--- src/rtl/buff_writer_pkg.sv ---
// Shared constants and FSM encoding for the line-buffer write-back block.
// Defaults match the panel line (100 bytes) and its home address 0x800.
// Imported by buff_writer and its interface.
package buff_writer_pkg;
  localparam int          DEF_N_BYTES   = 100;
  localparam int          DEF_ADDR_W    = 13;
  localparam logic [12:0] DEF_START_LOC = 13'h800;
  localparam int          CNT_W         = 7;

  typedef enum logic [1:0] {
    IDLE  = 2'd0,
    WRITE = 2'd1,
    DONE  = 2'd2
  } state_t;
endpackage

--- src/rtl/buff_writer_if.sv ---
// Memory write-port bundle: address, byte data and write strobe.
// No handshake; the memory latches the bundle on the edge after mem_we=1.
// master = writer side, slave = memory side.
interface buff_writer_if #(
  parameter int ADDR_W = 13
);
  logic [ADDR_W-1:0] mem_addr;
  logic [7:0]        mem_data;
  logic              mem_we;

  modport master (output mem_addr, mem_data, mem_we);
  modport slave  (input  mem_addr, mem_data, mem_we);
endinterface

--- src/rtl/D_FF_Reg.sv ---
// Generic N_BIT register with load enable and synchronous clear.
// Latency: one cycle from d to q when en=1.
// No backpressure; holds value while en=0.
module D_FF_Reg #(
  parameter int N_BIT = 8
) (
  input  logic             clk,
  input  logic             rst,
  input  logic             en,
  input  logic [N_BIT-1:0] d,
  output logic [N_BIT-1:0] q
);

  // Clear on reset, otherwise capture d when enabled.
  always_ff @(posedge clk) begin
    if (rst)     q <= '0;
    else if (en) q <= d;
  end

endmodule

--- src/rtl/UDL_CNT.sv ---
// Up/down counter with synchronous parallel load (load wins over count).
// Latency: one cycle per step.
// No backpressure; holds value while en=0 and load=0.
module UDL_CNT #(
  parameter int N_BIT = 7
) (
  input  logic             clk,
  input  logic             rst,
  input  logic             en,
  input  logic             up,
  input  logic             load,
  input  logic [N_BIT-1:0] din,
  output logic [N_BIT-1:0] q
);

  // Reset, load, or step by one in the selected direction.
  always_ff @(posedge clk) begin
    if (rst)       q <= '0;
    else if (load) q <= din;
    else if (en)   q <= up ? q + N_BIT'(1) : q - N_BIT'(1);
  end

endmodule

--- src/rtl/buff_writer.sv ---
// Snapshots an N_BYTES line image on trg and writes it byte-by-byte to memory.
// Latency: first write the cycle after trg is accepted; done N_BYTES+1 cycles after.
// en=0 stalls the transfer (no write that cycle); trg outside IDLE is dropped.
module buff_writer
  import buff_writer_pkg::*;
#(
  parameter int                N_BYTES   = DEF_N_BYTES,
  parameter int                ADDR_W    = DEF_ADDR_W,
  parameter logic [ADDR_W-1:0] START_LOC = ADDR_W'(DEF_START_LOC)
) (
  input  logic                 clk,
  input  logic                 rst,
  input  logic                 en,
  input  logic                 trg,
  input  logic [N_BYTES*8-1:0] data_in,
  buff_writer_if.master        mem,
  output logic                 busy,
  output logic                 done
);

  state_t               state, state_nxt;
  logic [N_BYTES*8-1:0] shadow;
  logic [CNT_W-1:0]     cnt;
  logic [7:0]           cur_byte;
  logic                 accept;
  logic                 cnt_en;
  logic                 last;

  assign accept = (state == IDLE) && trg && en;
  assign cnt_en = (state == WRITE) && en;
  assign last   = (cnt == CNT_W'(N_BYTES - 1));

  // Line image frozen at acceptance so later data_in changes cannot leak in.
  D_FF_Reg #(.N_BIT(N_BYTES*8)) u_shadow (
    .clk (clk),
    .rst (rst),
    .en  (accept),
    .d   (data_in),
    .q   (shadow)
  );

  // Byte index: zeroed on acceptance, advances once per enabled write.
  UDL_CNT #(.N_BIT(CNT_W)) u_cnt (
    .clk  (clk),
    .rst  (rst),
    .en   (cnt_en),
    .up   (1'b1),
    .load (accept),
    .din  ('0),
    .q    (cnt)
  );

  // State register.
  always_ff @(posedge clk) begin
    if (rst) state <= IDLE;
    else     state <= state_nxt;
  end

  // Next-state logic: stay in WRITE until the last byte has been written.
  always_comb begin
    state_nxt = state;
    case (state)
      IDLE:    if (accept) state_nxt = WRITE;
      WRITE:   if (en && last) state_nxt = DONE;
      DONE:    state_nxt = IDLE;
      default: state_nxt = IDLE;
    endcase
  end

  // Select shadow byte cnt; comparing against every index keeps widths exact.
  always_comb begin
    cur_byte = '0;
    for (int i = 0; i < N_BYTES; i++) begin
      if (cnt == CNT_W'(i)) cur_byte = shadow[8*i +: 8];
    end
  end

  // Write port and status; address/data are forced to zero when not writing.
  always_comb begin
    mem.mem_we   = cnt_en;
    mem.mem_addr = '0;
    mem.mem_data = '0;
    busy         = (state != IDLE);
    done         = (state == DONE);
    if (cnt_en) begin
      mem.mem_addr = START_LOC + ADDR_W'(cnt);
      mem.mem_data = cur_byte;
    end
  end

endmodule

--- src/flat_wrapper.sv ---
// flat-port wrapper written by rule: the top's interface ports become plain ports
module buff_writer_flat import buff_writer_pkg::*;
#(
  parameter int                N_BYTES   = DEF_N_BYTES,
  parameter int                ADDR_W    = DEF_ADDR_W,
  parameter logic [ADDR_W-1:0] START_LOC = ADDR_W'(DEF_START_LOC)
)
  (clk, rst, en, trg, data_in, busy, done, mem_mem_addr, mem_mem_data, mem_mem_we);
  buff_writer_if #(.ADDR_W(ADDR_W)) mem_i ();
  input  logic clk;
  input  logic rst;
  input  logic en;
  input  logic trg;
  input  logic [N_BYTES*8-1:0] data_in;
  output logic busy;
  output logic done;
  output wire logic [$bits(mem_i.mem_addr)-1:0] mem_mem_addr;
  output wire logic [$bits(mem_i.mem_data)-1:0] mem_mem_data;
  output wire logic [$bits(mem_i.mem_we)-1:0] mem_mem_we;
  assign mem_mem_addr = mem_i.mem_addr;
  assign mem_mem_data = mem_i.mem_data;
  assign mem_mem_we = mem_i.mem_we;
  buff_writer #(.N_BYTES(N_BYTES), .ADDR_W(ADDR_W), .START_LOC(START_LOC)) u_core (.clk(clk), .rst(rst), .en(en), .trg(trg), .data_in(data_in), .mem(mem_i), .busy(busy), .done(done));
endmodule
--- config.mk ---
export PLATFORM = sky130hd
export DESIGN_NAME = buff_writer_flat
export DESIGN_NICKNAME = d
export VERILOG_FILES = /design/src/rtl/buff_writer_pkg.sv /design/src/rtl/buff_writer_if.sv /design/src/rtl/D_FF_Reg.sv /design/src/rtl/UDL_CNT.sv /design/src/rtl/buff_writer.sv /design/src/flat_wrapper.sv
export SDC_FILE = /design/constraint.sdc
export NUM_CORES = 2
export LEC_CHECK = 0
export CAP_MARGIN = 20
export CORE_AREA = 3 3 320 322
export CTS_BUF_LIST = sky130_fd_sc_hd__clkbuf_8
export DETAILED_ROUTE_END_ITERATION = 7
export DIE_AREA = 0 0 323 325
export HOLD_SLACK_MARGIN = 0.05
export PLACE_DENSITY_LB_ADDON = 0.2
export SYNTH_ARGS = -nofsm -noshare
export SYNTH_HDL_FRONTEND = slang
export SYNTH_SLANG_ARGS = --single-unit
--- constraint.sdc ---
create_clock -name clk -period 3.1 [get_ports clk]
set_input_delay 0.62 -clock clk [delete_from_list [all_inputs] [get_ports clk]]
set_output_delay 0.62 -clock clk [all_outputs]
set_load 0.01 [all_outputs]
==> results.json <==
{
  "r2r-start": "u_core.state[0]",
  "numCtsBuffers": 143,
  "firstDrtPassIters": 8,
  "clkLatencyLatePin_ps": 880,
  "ff_latch_area_mm2": 0.0162,
  "ys_types": 99,
  "start_kind": "flop",
  "max_freq_mhz": 210,
  "cts_sinks": 809,
  "synth_edf_count": 0,
  "portBuffers": 822,
  "post-route-min-period_ps": 4770,
  "cts.path.max_buffers": 3,
  "cp-startpoint": "u_core.u_cnt.q[4]",
  "slew_headroom_pct": 43.7,
  "globalplace.congestion": 1.04,
  "layout_common_cells": "nand2_1, a21oi_1, clkdlybuf4s50_1, buf_4, dfxtp_1",
  "worstRegToRegCells": 7,
  "crit_type": "flop to output port",
  "die_area_mm2": 0.105,
  "synth_seq_area_share_pct": 43.0,
  "drive_above_1_share_pct": 21.8,
  "r2r-end": "u_core.u_shadow.q[733]",
  "cp-endpoint": "mem_mem_data[0]",
  "grt.total_usage_pct": 37.0,
  "ys_ff_latch": 809,
  "drc": 0,
  "die_y_um": 325,
  "synth-main-ff-cell": "dfxtp_1",
  "cts_max_level": 4,
  "hpwl_um": 163000,
  "cp-end-kind": "output port",
  "routedWlPerCell_um": 25.1,
  "p_leak_nw": 23.0,
  "syn_area_mm2": 0.0377,
  "ant_nets": 0,
  "avgSynthCellArea_um2": 7.21,
  "ys_warn_count": 0,
  "setup_viol": 8,
  "overflow": 0,
  "violations": "setup timing",
  "start_util_pct": 37.7,
  "timing.final.ws_setup_ps": -1670,
  "wirelength_um": 204000,
  "core-area_mm2": 0.0999,
  "worstMarginPinSlew_ps": 845,
  "multi_input_area_mm2": 0.0216,
  "num_rows": 116,
  "drv_slew": 0,
  "syn2layout_area_growth_pct": 56.1,
  "grt_pass1_vias": 43900,
  "rsz0062_at_grt": "yes",
  "final_nets": 7538,
  "fillers": 9529,
  "async_flop_share_pct": 0,
  "cts_tree": "built",
  "grt_start_max_net_pins": 116,
  "pwr_density_cell_mw_per_mm2": 425,
  "clock_skew_ps": 37.0,
  "drt_iter0_markers": 4325,
  "clkSlewWorstSetupHoldPaths_ps": 60,
  "via_count": 45400,
  "worstPathRequired_ps": 2480,
  "fin_crit_sh_pct": 154,
  "design.portCount": 828,
  "viasPerCell": 5.57,
  "worstPathArrival_ps": 4150,
  "status": "finished with violations",
  "peakVddDrop_v": 0.000283,
  "max_cap_violations": 0,
  "antenna_found_initial": 14,
  "die_w_um": 323,
  "final_common_cell": "nand2_1",
  "root_buffer": "clkbuf_8",
  "hold_viol": 0,
  "min-delay-path-class": "input port to flop",
  "r2r_setup_slack_ps": 970,
  "setup_tns_ps": -12430,
  "netlist_instances": 5223,
  "final_util_pct": 58.9,
  "cp_max_fo": 7,
  "grt_pass1_wl_um": 288000
}
[cells in the mapped netlist, types with 28 or more instances]
| library cell | instances | area [um^2] |
|---|---|---|
| a21oi_1 | 925 | 4630 |
| nand3_1 | 75 | 375 |
| buf_2 | 50 | 250 |
| dfxtp_1 | 809 | 16200 |
| o221ai_1 | 46 | 403 |
| o211ai_1 | 44 | 330 |
| a221oi_1 | 69 | 604 |
| a22oi_1 | 32 | 240 |
| clkbuf_1 | 303 | 1140 |
| nor3_1 | 64 | 320 |
| a221o_1 | 28 | 280 |
| o21ai_0 | 133 | 666 |
| nand2_1 | 1874 | 7030 |
| a211oi_1 | 32 | 240 |
| nor2_1 | 241 | 905 |
| o22ai_1 | 68 | 425 |
[what timing repair did]
item                                    4_1_cts  5_1_grt
setup buffers                                33       16
endpoints found under the setup margin       13        8
pin swaps                                   108       50
gates resized for setup                     369       92
hold buffers                                  0        0
gates cloned                                  1        0
[critical path: stages (launching register included)]
cell	delay, ps
dfxtp_4	370
buf_4	160
buf_4	140
buf_4	140
and4b_2	290
buf_4	190
nand2_2	130
o221ai_1	130
a211o_1	320
or4_4	490
a2111oi_4	360
o21ai_2	120
buf_4	160
a21oi_4	180
buf_6	130
[worst min-delay path by stage]
| stage | cells past startpoint | slack (ps) | end | start |
|---|---|---|---|---|
| 2_1_floorplan | 2 | 430 | u_core.u_shadow.q[79] | u_core.u_shadow.q[79] |
| 3_3_place_gp | 2 | 440 | u_core.u_shadow.q[452] | u_core.u_shadow.q[452] |
| 3_5_place_dp | 2 | 450 | u_core.u_shadow.q[781] | u_core.u_shadow.q[781] |
| 4_1_cts | 2 | 110 | u_core.u_shadow.q[677] | rst |
| 5_1_grt | 2 | 170 | u_core.u_shadow.q[677] | rst |
| 6_report | 2 | 180 | u_core.u_shadow.q[683] | rst |
[routing by layer]
| metal | wire length [um] | vias to the layer above | part of all wire, % | global-route usage (%) |
|---|---|---|---|---|
| met4 | 11800 | 8 | 5.8 | 20.0 |
| met3 | 14300 | 464 | 7.0 | 6.30 |
| met5 | 48 | - | 0.024 | 0 |
| met2 | 96800 | 1984 | 47 | 62.0 |
| met1 | 81200 | 21700 | 40 | 45.1 |
| li1 | - | 21200 | - | - |
[kinds of logic after synthesis]
group / synth area share [%]
and+or+nand+nor: 27.6
AOI/OAI and AO/OA: 24.7
DFF: 43.0
buffers and inverters: 4.50
adders and majority gates: 0.133
xor gates and xnor gates: 0.0930
other: 0.00996
muxes: 0.0266
[flip-flops by register name, summed over array words and instances (netlist names)]
register	count
u_core.u_cnt.q	7
u_core.u_shadow.q	800
u_core.state	2
[power breakdown]
part / internal (W) / switching (W)
combinational: 0.00149 / 0.00137
sequential: 0.0109 / 0.000466
clock: 0.00601 / 0.00477
[stage by stage]
| step | setup slack [ps] | power (W) | instance area, um^2 | std cells | hold slack (ps) |
|---|---|---|---|---|---|
| final | -1670 | 0.0250 | 58800 | 8148 | 182 |
| after global routing | -1740 | 0.0258 | 58800 | 8145 | 165 |
| after CTS | -1760 | 0.0251 | 58200 | 8126 | 106 |
| after detailed placement | -1740 | 0.0143 | 53400 | 7840 | 447 |
| after global placement | -1700 | 0.0143 | 53400 | 7840 | 442 |
| after floorplan | -5.26 | 0.0124 | 37900 | 5227 | 431 |
[area by class of cell]
cell class	instances	area share, %
timing repair buffer	1742	27.5
clock inverter	73	0.973
antenna	8	0.0341
sequential	809	27.6
tap	1298	2.76
clock buffer	184	4.31
inverter	11	0.0788
multi-input combinational	4023	36.8
(Power assumes the default switching activity.)
